<file path="src/rtl/noise_table_loader.sv">
// rtl/noise_table_loader.sv - streams a blue-noise table into BRAM and verifies its 16-bit checksum trailer
module noise_table_loader #(
    parameter int ABITS = 12
) (
    input  logic             clk,
    input  logic             rst,
    input  logic             start,
    input  logic             abort,
    input  logic             s_valid,
    output logic             s_ready,
    input  logic [7:0]       s_data,
    input  logic             s_last,
    output logic             wr_en,
    output logic [ABITS-1:0] wr_addr,
    output logic [7:0]       wr_data,
    output logic             busy,
    output logic             table_valid,
    output logic             err,
    output logic [1:0]       err_code
);

    typedef enum logic [2:0] {
        S_IDLE,
        S_LOAD,
        S_CSUM_LO,
        S_CSUM_HI,
        S_DONE,
        S_ERROR
    } state_t;

    localparam logic [ABITS-1:0] LAST_ADDR = '1;

    state_t           state, state_next;
    logic [ABITS-1:0] cnt;
    logic [15:0]      sum;
    logic [7:0]       csum_lo;

    logic             hs;
    logic             do_write;
    logic             do_clear;
    logic             latch_lo;
    logic             set_err;
    logic             set_valid;
    logic [1:0]       code_next;

    assign busy    = (state == S_LOAD) || (state == S_CSUM_LO) || (state == S_CSUM_HI);
    assign s_ready = busy;
    assign hs      = s_valid && s_ready;

    always_comb begin
        state_next = state;
        do_write   = 1'b0;
        do_clear   = 1'b0;
        latch_lo   = 1'b0;
        set_err    = 1'b0;
        set_valid  = 1'b0;
        code_next  = 2'd0;
        // abort outranks start and any same-cycle handshake; the offered byte is dropped
        if (abort) begin
            state_next = S_IDLE;
        end else begin
            case (state)
                S_IDLE, S_DONE, S_ERROR: begin
                    if (start) begin
                        state_next = S_LOAD;
                        do_clear   = 1'b1;
                    end
                end
                S_LOAD: begin
                    if (hs) begin
                        if (s_last) begin
                            state_next = S_ERROR;
                            set_err    = 1'b1;
                            code_next  = 2'd1;
                        end else begin
                            do_write = 1'b1;
                            if (cnt == LAST_ADDR) begin
                                state_next = S_CSUM_LO;
                            end
                        end
                    end
                end
                S_CSUM_LO: begin
                    if (hs) begin
                        if (s_last) begin
                            state_next = S_ERROR;
                            set_err    = 1'b1;
                            code_next  = 2'd1;
                        end else begin
                            latch_lo   = 1'b1;
                            state_next = S_CSUM_HI;
                        end
                    end
                end
                S_CSUM_HI: begin
                    if (hs) begin
                        if (!s_last) begin
                            state_next = S_ERROR;
                            set_err    = 1'b1;
                            code_next  = 2'd2;
                        end else if ({s_data, csum_lo} != sum) begin
                            state_next = S_ERROR;
                            set_err    = 1'b1;
                            code_next  = 2'd3;
                        end else begin
                            state_next = S_DONE;
                            set_valid  = 1'b1;
                        end
                    end
                end
                default: state_next = S_IDLE;
            endcase
        end
    end

    always_ff @(posedge clk) begin
        if (rst) begin
            state       <= S_IDLE;
            cnt         <= '0;
            sum         <= '0;
            csum_lo     <= '0;
            wr_en       <= 1'b0;
            wr_addr     <= '0;
            wr_data     <= '0;
            table_valid <= 1'b0;
            err         <= 1'b0;
            err_code    <= 2'd0;
        end else begin
            state <= state_next;
            wr_en <= do_write;
            if (do_clear) begin
                cnt         <= '0;
                sum         <= '0;
                err         <= 1'b0;
                err_code    <= 2'd0;
                table_valid <= 1'b0;
            end
            if (do_write) begin
                wr_addr <= cnt;
                wr_data <= s_data;
                sum     <= sum + {8'd0, s_data};
                // hold at the last address so the counter never wraps back to entry 0
                if (cnt != LAST_ADDR) begin
                    cnt <= cnt + 1'b1;
                end
            end
            if (latch_lo) begin
                csum_lo <= s_data;
            end
            if (set_err) begin
                err      <= 1'b1;
                err_code <= code_next;
            end
            if (set_valid) begin
                table_valid <= 1'b1;
            end
            if (abort) begin
                table_valid <= 1'b0;
            end
        end
    end

endmodule

</file>
<file path="config.mk">
export PLATFORM = sky130hd
export DESIGN_NAME = noise_table_loader
export DESIGN_NICKNAME = d
export VERILOG_FILES = /design/src/rtl/noise_table_loader.sv
export SDC_FILE = /design/constraint.sdc
export NUM_CORES = 1
export LEC_CHECK = 0
export CAP_MARGIN = 20
export CELL_PAD_IN_SITES_DETAIL_PLACEMENT = 0
export CELL_PAD_IN_SITES_GLOBAL_PLACEMENT = 1
export CORE_MARGIN = 4
export CORE_UTILIZATION = 47
export DETAILED_ROUTE_END_ITERATION = 12
export DONT_BUFFER_PORTS = 1
export GPL_TIMING_DRIVEN = 0
export PLACE_DENSITY_LB_ADDON = 0.25
export SYNTH_ARGS = -nofsm -noshare
export SYNTH_HDL_FRONTEND = slang
export SYNTH_SLANG_ARGS = --single-unit
</file>
<file path="constraint.sdc">
create_clock -name clk -period 2.9 [get_ports clk]
set_input_delay 0.58 -clock clk [delete_from_list [all_inputs] [get_ports clk]]
set_output_delay 0.58 -clock clk [all_outputs]
set_load 0.02 [all_outputs]
</file>
==> results.md <==
- Status: complete, no violations
- Distinct cell type count after synthesis: 53
- Combinational group share of total power: 5.6%
- CTS Buf Count: 9
- Port Buf Inserts: 0
- Switching share of power: 22.09%
- Mapped Area: 3192 um2
- Clock share of power: 45.4%
- Diode count: 0
- Synth Warn #: 0
- Initial antenna violation count: 0
- Int Power: 1.413 mW
- Pin count of the biggest net entering global routing: 11
- Initial DRC Count: 150
- FMAX: 412.9 MHz
- Longest Clk Path Bufs: 2
- Critical path peak fanout: 6
- Critical Path, Cell by Cell: ha_1, fa_1, a211oi_1, nor2_1, o21ai_0, o311ai_0, a21oi_2
- Layout cell share with drive strength beyond 1: 7.323%
- Synth Register Bits: 64
- Clock latency on the worst-skew pair: 330 ps
- Post-Route WL: 7961 um
- Hold-fix buffers, CTS: 0
- Die Span Y: 90.41 um
- Initial Util: 49.42%
- Seq pwr share: 49.0%
- CP top delay family: compound AO/OA/AOI/OAI gates
- Final HPWL from detailed placement: 5838 um
- CP Data Required Time: 3160 ps
- Max-Cap Viols: 0
- Fin nets: 417
- Worst Path Buf+Inv: 0
- Syn Nets: 406
- Clock sink total: 64
- Place WS: 255.9 ps
- Hold crit path type: input port to flip-flop
- Main synth FF type: dfxtp_1
- Slew Viols, Final: 0
- Worst reg2reg startpoint: sum[0]
- Core outline area: 6459 um2
- # H-tree levels: 3
- Drt wl/cell: 16.83 um
- Die Footprint: 8174 um2
- Critical Path Slowest Stage Cell: o21ai_0
- Cell count after synthesis: 382
- Post-CTS resize count: 0
- R2R Path End: sum[14]
- Final setup fails: 0
- RSZ-0062 raised after global routing: no
- Setup TNS: 0 ps
- Min Tclk post-route: 2422 ps
- Final Hold Fails: 0
- Clock Skews: 6.545 ps
- DR vias/cell: 5.789
- Setup ws final: 477.9 ps
- Worst slew pin tran: 744.8 ps
- Sequential share of the synthesized area: 40.14%
- Ys async rst share: 0%
- Hold Path Depth: 2
- Drt first pass iters: 4
- Critical path type: flip-flop to flip-flop
- WP data arrival: 2680 ps
- DRC violations left: 0
- Kind of start point of the critical path: flip-flop
- Global Route Usage Sum: 20.72%
- Max VDD drop: 0.0002936 V
- Post-CTS setup buffers: 0
- Number of synthesized flops with an enable pin: 0
- Relative slew slack: 49.65%
- First-pass GRT wire length: 13680 um
- Worst hold endpoint: wr_data[7]
- Crit. End Element: flip-flop
- Vias: 2738
- CTS tree: done
- Final core occ: 54.13%
- PwrDens: 518.8 nW/um2
- Antenna Nets Post-Route: 0
- Avg Cell Area, Syn: 8.356 um2
- Die width: 90.41 um
- P_sw: 0.4007 mW
- Clk slew on worst S/H paths: 70 ps
- Area delta synth->final: 9.526%
- Hold_sp: s_data[7]
- Std-Cell Rows: 29
- R2r setup slk: 480 ps
- Final period utilization: 83.52%
- CTS Root Cell: clkbuf_8
- Most common cell after layout, fill and taps aside: dfxtp_1
- RD Place Congestion: 0.8400
- Total gr overflow: 0
- Leak: 1.338 nW
- FF-to-FF path depth: 7
- Max stage delay on crit path: 560 ps
- Most frequent cells in the layout: dfxtp_1, nand2_1, nor2_1, a21oi_1
- Num ports: 41
- Vias in the first global route: 2643
## per-stage QoR
step	instances	hold WS (ps)	area [um2]	power, mW
finish	473	385.7	3496	1.814
global route	473	373.3	3496	1.891
CTS	473	374.7	3496	1.831
detailed placement	459	478.1	3288	1.011
global placement	459	470.3	3288	1.010
floorplan	382	454.5	3192	0.9858
## layer usage
metal | part of all wire [%] | global-route usage (%) | vias up | wire, um
li1 | - | - | 1385 | -
met3 | 5.7 | 4.750 | 6 | 453
met5 | 0 | 0 | - | 0
met2 | 44 | 30.80 | 60 | 3523
met4 | 1.1 | 7.015 | 0 | 90
met1 | 49 | 29.45 | 1287 | 3894
## registers in the layout, indices dropped and copies added, names as in the netlist, 2 cells and up
name      cells
state         3
wr_data       8
wr_addr      12
sum          16
err_code      2
csum_lo       8
cnt          12
## power by group through the flow
stage | Clock (mW) | Sequential, mW | Combinational [mW]
6_report | 0.823 | 0.889 | 0.102
5_1_grt | 0.888 | 0.889 | 0.114
4_1_cts | 0.840 | 0.889 | 0.101
3_5_place_dp | 0 | 0.909 | 0.101
3_3_place_gp | 0 | 0.909 | 0.101
2_1_floorplan | 0 | 0.909 | 0.0771
## worst reg2reg max path, cell delays in order, from the launching register on
cell and delay [ps]:
dfxtp_1 330, ha_1 220, fa_1 430, a211oi_1 290
nor2_1 130, o21ai_0 560, o311ai_0 240, a21oi_2 160
## area by class of cell
cell class	count	area [um2]
plain buffers	19	85.08
well taps	77	96.34
clock inverters	4	70.07
fillers	643	2963
inverters	6	22.52
multi-input cells	293	1803
clock buffers	10	137.6
flip-flops and latches	64	1281
## cells in the mapped netlist, drive strengths merged, types with 3 or more instances
cell | n | share of area [%]
nor4 | 9 | 1.8
o21ai | 19 | 3.0
a32o | 3 | 0.94
a211oi | 3 | 0.71
nand2 | 54 | 6.4
a22oi | 3 | 0.71
dfxtp | 64 | 40
or3 | 4 | 0.78
nand3 | 12 | 1.9
nor4b | 4 | 1.6
nand4 | 7 | 1.4
mux2i | 11 | 3.4
o211ai | 4 | 0.94
and4 | 3 | 0.82
clkbuf | 13 | 1.5
or4 | 6 | 1.5
a21oi | 31 | 5.0
xor2 | 18 | 4.9
o311ai | 4 | 1.1
inv | 6 | 0.71
mux2 | 3 | 1.1
xnor2 | 7 | 1.9
nor2 | 46 | 5.4
buf | 6 | 1.1
nor3 | 9 | 1.4
ha | 9 | 3.5
## worst max-delay path by stage
stage                         start       to  slack [ps]  cells past startpoint
after global routing         sum[0]  sum[14]         330                      7
after detailed placement  s_data[0]  sum[14]         260                      7
after floorplan           s_data[0]  sum[14]         640                      7
after global placement    s_data[0]  sum[14]         300                      7
final                        sum[0]  sum[14]         480                      7
after CTS                    sum[0]  sum[14]         510                      7
## cells by family (layout without fill, tap and decap cells)
logic type,after synthesis,after routing,share of synthesized area (%)
fa+ha+maj,10,10,4.155
flops,64,64,40.14
compound gates,79,79,15.45
simple gates,165,165,25.52
buf+inv,25,39,3.371
xor+xnor,25,25,6.860
mux,14,14,4.508
Note: power is estimated with default switching activity, not from simulation.
